==> config.mk <==
export PLATFORM = sky130hd
export DESIGN_NAME = quad_encoder_gen
export DESIGN_NICKNAME = d
export VERILOG_FILES = /design/src/rtl/quad_encoder_gen.sv
export SDC_FILE = /design/constraint.sdc
export NUM_CORES = 1
export LEC_CHECK = 0
export CAP_MARGIN = 20
export CELL_PAD_IN_SITES_DETAIL_PLACEMENT = 1
export CELL_PAD_IN_SITES_GLOBAL_PLACEMENT = 1
export CORE_UTILIZATION = 35
export CTS_BUF_LIST = sky130_fd_sc_hd__clkbuf_4
export CTS_CLUSTER_SIZE = 28
export DETAILED_ROUTE_END_ITERATION = 16
export PLACE_DENSITY_LB_ADDON = 0.1
export SLEW_MARGIN = 20
export SYNTH_ARGS = -nofsm -noshare
export SYNTH_HDL_FRONTEND = slang
export SYNTH_SLANG_ARGS = --single-unit
export TNS_END_PERCENT = 30
==> constraint.sdc <==
create_clock -name clk -period 2.25 [get_ports clk]
set_input_delay 0.45 -clock clk [delete_from_list [all_inputs] [get_ports clk]]
set_output_delay 0.45 -clock clk [all_outputs]
set_load 0.03 [all_outputs]
==> src/rtl/quad_encoder_gen.sv <==
// Quadrature encoder emulator: Gray-coded A/B phases, wrapping position and a step strobe.
// Define INDEX_EN to add the index pulse Z and the signed revolution counter rev_count.
module quad_encoder_gen #(
  parameter int CPR   = 1024,
  parameter int POS_W = 16,
  parameter int DIV_W = 16,
  parameter int REV_W = 16
) (
  input  logic             clk,
  input  logic             rst,
  input  logic             horario,
  input  logic             antihorario,
  input  logic [DIV_W-1:0] div,
  output logic             A,
  output logic             B,
  output logic             Z,
  output logic [POS_W-1:0] position,
  output logic             dir,
  output logic             step_pulse,
  output logic [REV_W-1:0] rev_count
);

  localparam logic [1:0]       PH_00    = 2'b00;
  localparam logic [1:0]       PH_10    = 2'b10;
  localparam logic [1:0]       PH_11    = 2'b11;
  localparam logic [1:0]       PH_01    = 2'b01;
  localparam logic [POS_W-1:0] POS_LAST = POS_W'(CPR - 1);

  logic [1:0]       phase, phase_next;
  logic [DIV_W-1:0] prescaler, prescaler_next;
  logic [POS_W-1:0] pos_next;
  logic             req_valid, req_cw, prev_valid, prev_cw, dir_change, step;

  // A direction reversal between two consecutive valid cycles restarts the period.
  always_comb begin
    req_valid      = horario ^ antihorario;
    req_cw         = horario;
    dir_change     = req_valid && prev_valid && (req_cw != prev_cw);
    step           = req_valid && !dir_change && (prescaler >= div);
    prescaler_next = (!req_valid || dir_change || step) ? '0 : prescaler + DIV_W'(1);

    pos_next   = position;
    phase_next = phase;
    if (step) begin
      if (req_cw) begin
        pos_next = (position == POS_LAST) ? '0 : position + POS_W'(1);
        case (phase)
          PH_00: phase_next = PH_10;
          PH_10: phase_next = PH_11;
          PH_11: phase_next = PH_01;
          PH_01: phase_next = PH_00;
        endcase
      end else begin
        pos_next = (position == '0) ? POS_LAST : position - POS_W'(1);
        case (phase)
          PH_00: phase_next = PH_01;
          PH_01: phase_next = PH_11;
          PH_11: phase_next = PH_10;
          PH_10: phase_next = PH_00;
        endcase
      end
    end
  end

  always_ff @(posedge clk) begin
    if (rst) begin
      phase      <= PH_00;
      position   <= '0;
      dir        <= 1'b0;
      step_pulse <= 1'b0;
      prescaler  <= '0;
      prev_valid <= 1'b0;
      prev_cw    <= 1'b0;
    end else begin
      phase      <= phase_next;
      position   <= pos_next;
      step_pulse <= step;
      prescaler  <= prescaler_next;
      prev_valid <= req_valid;
      prev_cw    <= req_cw;
      if (step) dir <= req_cw;
    end
  end

  assign A = phase[1];
  assign B = phase[0];

`ifdef INDEX_EN
  logic wrap_cw, wrap_ccw;

  always_comb begin
    wrap_cw  = step && req_cw && (position == POS_LAST);
    wrap_ccw = step && !req_cw && (position == '0);
  end

  // Z follows the registered position, so it rises together with position reaching 0.
  always_ff @(posedge clk) begin
    if (rst) begin
      Z         <= 1'b1;
      rev_count <= '0;
    end else begin
      Z <= (pos_next == '0);
      if (wrap_cw)       rev_count <= rev_count + REV_W'(1);
      else if (wrap_ccw) rev_count <= rev_count - REV_W'(1);
    end
  end
`else
  assign Z         = 1'b0;
  assign rev_count = '0;
`endif

endmodule
# Word-level counts from Yosys, hierarchy flattened
# Index checks and enable logic that the tools add are counted.
[classes]
magnitude_cmp = 1
eq_ne = 5
reduce_logical = 11
n_bitwise = 1
muxes = 6
n_addsub = 3
[ops]
columns = ["operator", "n"]
rows = [
  ["16-bit two-way mux", 3],
  ["16-bit by 1-bit adder with 16-bit output, second input constant", 2],
  ["16-bit by 10-bit equality test with 1-bit output, second input constant", 1],
  ["16-bit >= comparator", 1],
  ["16-bit zero test", 1],
  ["2-bit one-hot mux with 4 select lines", 2],
  ["16-bit by 1-bit subtractor with 16-bit output, second input constant", 1],
  ["2-bit equality test, second input constant", 2],
  ["1-bit logical AND", 4],
  ["2-bit by 1-bit equality test with 1-bit output, second input constant", 1],
  ["1-bit zero test", 2],
  ["2-bit zero test", 1],
  ["1-bit logical OR", 2],
  ["2-bit two-way mux", 1],
  ["2-bit OR reduction", 1],
  ["1-bit != test", 1],
  ["1-bit bitwise XOR", 1],
]
[word_totals]
reg_bits = 38
in_bits = 20
wordCells = 34
output_inout_bits = 37

# Logic depth before layout (Yosys ltp)
[depth]
word_depth = 8
mapped_depth = 9
ltp_nobuf = 8

# Least setup slack after synthesis
# No wires, ideal clock.
[synth_timing]
path_type = "in2reg"
startpoint = "input div[13]"
endpoint = "register position[8]"
arrival_time_ps = 2136
setup_time_ps = 132
path_stages = 9
t_required_ps = 2118
path_buffers = 1
setup_slack_ps = -18
path_cell_list = "inv_1 ha_1 a21o_1 a21o_1 a2111oi_2 o21ai_1 buf_4 a31oi_1 nor3_1"
[synth_between]
elab_chain_len = 2
[synth_rtl]
columns = ["item", "line_no", "text"]
rows = [
  ["start: declaration", "13", "input logic [DIV_W-1:0] div,"],
  ["16-bit >= comparator", "39", "step = req_valid && !dir_change && (prescaler >= div);"],
  ["1-bit logical AND", "39", ""],
  ["end signal: assignment", "76", "position <= pos_next;"],
  ["end: declaration", "17", "output logic [POS_W-1:0] position,"],
]
# Every way passes these cells.
# A chain may end at the register's enable or synchronous reset.

# Worst setup path in the final report
[layout_timing]
startpoint = "input div[10]"
endpoint = "register position[6]"
# The elaborated chain is that of the path after synthesis.

==> flow_metrics.py <==
metrics = {
    "critical_path": {
        "startpoint_type": "input port",
        "crit_top_cell": "nor3_2",
        "cpPeakStageDelay_ns": 0.46,
        "worstPathCellList": "clkdlybuf4s50_1, inv_1, ha_1, nand2_2, nor3_2, a2111oi_4, o21a_2, buf_6, buf_8, nor3_2, a211oi_2",
        "crit_arrival_ns": 2.52,
        "worstPathRequired_ns": 2.52,
        "crit_slowest_cell": "clkdlybuf4s50_1",
        "critPathMaxFanout": 6,
        "end_kind": "flop",
        "critical_path_class": "input port to flop",
    },
    "cells_and_area": {
        "drive_above_1_share_pct": 23.68,
        "fin_nets": 475,
        "diodes": 0,
        "area_growth_pct": 40.47,
        "instances_no_fill": 537,
    },
    "floorplan": {
        "rows": 32,
        "io_pins": 57,
        "start_util_pct": 36.01,
        "core_area_sq_mm": 0.007727,
        "dieArea_sq_mm": 0.008311,
        "die_h_microns": 91.17,
        "chipWidth_microns": 91.17,
    },
    "global_route": {
        "grt_use_total_pct": 21.99,
        "grt_use_met3_pct": 2.513,
        "grt_overflow": 0,
        "grt_pass1_wl_microns": 14460,
        "grtUsageMet2_pct": 41.86,
        "top_usage_layer": "met2",
        "met1_usage_pct": 25.43,
        "grt_antenna_before_repair": 0,
        "grt_pass1_vias": 2956,
        "grt_max_degree": 22,
    },
    "power_and_ir_drop": {
        "ir_drop_uv": 174.2,
        "cellPowerDensity_mw_per_mm2": 330.4,
        "total_power_w": 0.001292,
        "p_leak_nw": 1.537,
    },
    "hold_path": {
        "holdCritPathClass": "flop to flop",
    },
    "timing": {
        "finalWorstSetupSlack_ns": 0.006189,
        "finalHoldViolations": 0,
        "tns_ns": 0,
        "max_freq_ghz": 0.4457,
        "setup_viol_count_final": 0,
        "slew_violations": 0,
        "fin_crit_ns": 2.244,
        "hold_ws_ns": 0.4986,
        "fin_worst_skew_ns": 0.02545,
        "fin_crit_sh_pct": 99.72,
    },
    "yosys": {
        "ys_seq_area_share_pct": 27.34,
        "synthSimpleGateAreaFrac_pct": 24.15,
        "synth_top_area_share_pct": 27.34,
        "synth_area_sq_mm": 0.002783,
        "synth_compound_area_share_pct": 21.18,
        "yosysMostFrequentCell": "dfxtp_1",
        "syn_area_per_cell_sq_um": 7.708,
        "synthCells": 361,
        "ys_top_cells_by_count": "38 x dfxtp_1, 36 x nor2_1, 27 x nand2_1",
        "ys_warn_count": 0,
        "synth_cell_types": 61,
        "synth_xor_area_share_pct": 6.924,
        "ys.flop_type": "dfxtp_1",
        "yosys_register_bits": 38,
        "synth_edf_count": 0,
        "synthAdderAreaFrac_pct": 8.993,
        "synthArstFlopShare_pct": 0,
        "synthTopCellsByArea": "dfxtp_1 27%, ha_1 9.0%, buf_4 4.9%",
        "yosys.area.top_type": "dfxtp_1",
        "synth_top_family_by_area": "simple AND/OR/NAND/NOR gates",
        "synth_mux_area_share_pct": 0,
    },
    "clock_tree": {
        "clock_path_buffers": 2,
        "cts_buffers": 5,
        "insertion_delay_ns": 0.37,
        "cts.reportedPaths.clkPinSlew_ns": 0.11,
        "hold_buffers": 0,
        "h-tree-depth": 2,
        "clock-sinks": 38,
        "cts_tree": "yes",
        "ctsRootBufferMaster": "clkbuf_4",
    },
    "outcome": {
        "status": "completed",
    },
    "detailed_routing": {
        "wl_per_cell_microns": 17.32,
        "drt_iter0_drc": 100,
        "via_per_inst": 5.385,
        "routed_wl_microns": 9301,
        "antenna_left": 0,
        "firstDrtPassIters": 4,
        "via_count": 2892,
        "drcViolationCount": 0,
    },
    "place": {
        "place_hpwl_microns": 6319,
        "dp_slack_ns": -0.6166,
        "port_buffers": 39,
        "placedCellCount": 521,
        "routabilityCongestion": 0.8712,
    },
    "job": {
        "cap_violations": 0,
    },
}
## sequential cells by signal, summed over array words and instances, names as in the netlist
name,cells
prev_cw,1
dir,1
position,16
prescaler,16
phase,2
step_pulse,1
prev_valid,1
## critical path: cells and delay by family
kind            cells  cell delay (ns)
simple gates        3             0.21
buf+inv             4             0.76
fa+ha+maj           1             0.30
compound gates      3             0.79
## per-layer routing
| metal | vias to the layer above | routed length (microns) |
|---|---|---|
| met5 | - | 0 |
| met2 | 64 | 4968 |
| met1 | 1411 | 3939 |
| met4 | 0 | 119 |
| li1 | 1406 | - |
| met3 | 11 | 274 |
## logic make-up (layout without fill, tap and decap cells)
family / Yosys count / count (layout)
flops: 38 / 38
other cells: 1 / 17
buf+inv: 61 / 119
compound gates: 85 / 85
xor+xnor: 22 / 22
fa+ha+maj: 20 / 20
simple gates: 134 / 134
## final timing paths
path | start | end | slack, ns | cells after the start
worst max register to register | prescaler[13]$_SDFF_PP0_ | position[6]$_SDFFE_PP0P_ | 0.10 | 9
worst min-delay path | dir$_SDFFE_PP0P_ | dir$_SDFFE_PP0P_ | 0.50 | 2
worst max-delay path | div[10] | position[6]$_SDFFE_PP0P_ | 0.006 | 11
worst min register to register | dir$_SDFFE_PP0P_ | dir$_SDFFE_PP0P_ | 0.50 | 2
## through the flow
step / area (sq um) / utilization [%]
6_report: 3909 / 50.58
5_1_grt: 3909 / 50.58
4_1_cts: 3709 / 47.99
3_5_place_dp: 3450 / 44.64
3_3_place_gp: 3450 / 44.64
2_1_floorplan: 2843 / -
## power by group
group	total (W)	internal [W]	switching (W)
Sequential	0.000679	0.000677	0.00000250
Combinational	0.000251	0.000101	0.000150
Clock	0.000361	0.000113	0.000248
## cell usage in the layout (no fill, tap or decap), types with 5 or more instances in the layout
cell,count
buf_4,39
dfxtp_1,38
nor2_1,33
clkdlybuf4s50_1,33
nand2_1,25
inv_1,19
nand3_1,17
a21oi_1,17
conb_1,17
xnor2_1,13
ha_1,12
nor3_1,11
o21ai_0,11
xor2_1,9
and3_1,8
ha_4,8
nand4_1,7
buf_6,6
inv_2,5
clkbuf_4,5
## repair_timing
action	CTS	global route
gates resized for setup	36	34
pin swaps	21	20
endpoints found under the setup margin	36	34
hold endpoints to repair	0	0
gates cloned	2	2
buffers inserted	2	3
## final cells by class
type	instances	area (sq um)
Multi-Input combinational cell	278	2042
Inverter	24	90.09
Sequential cell	38	760.7
Clock inverter	2	10.01
Clock buffer	5	37.54
Tap cell	102	127.6
Timing Repair Buffer	88	840.8
Fill cell	940	3819
(Power assumes the default switching activity.)
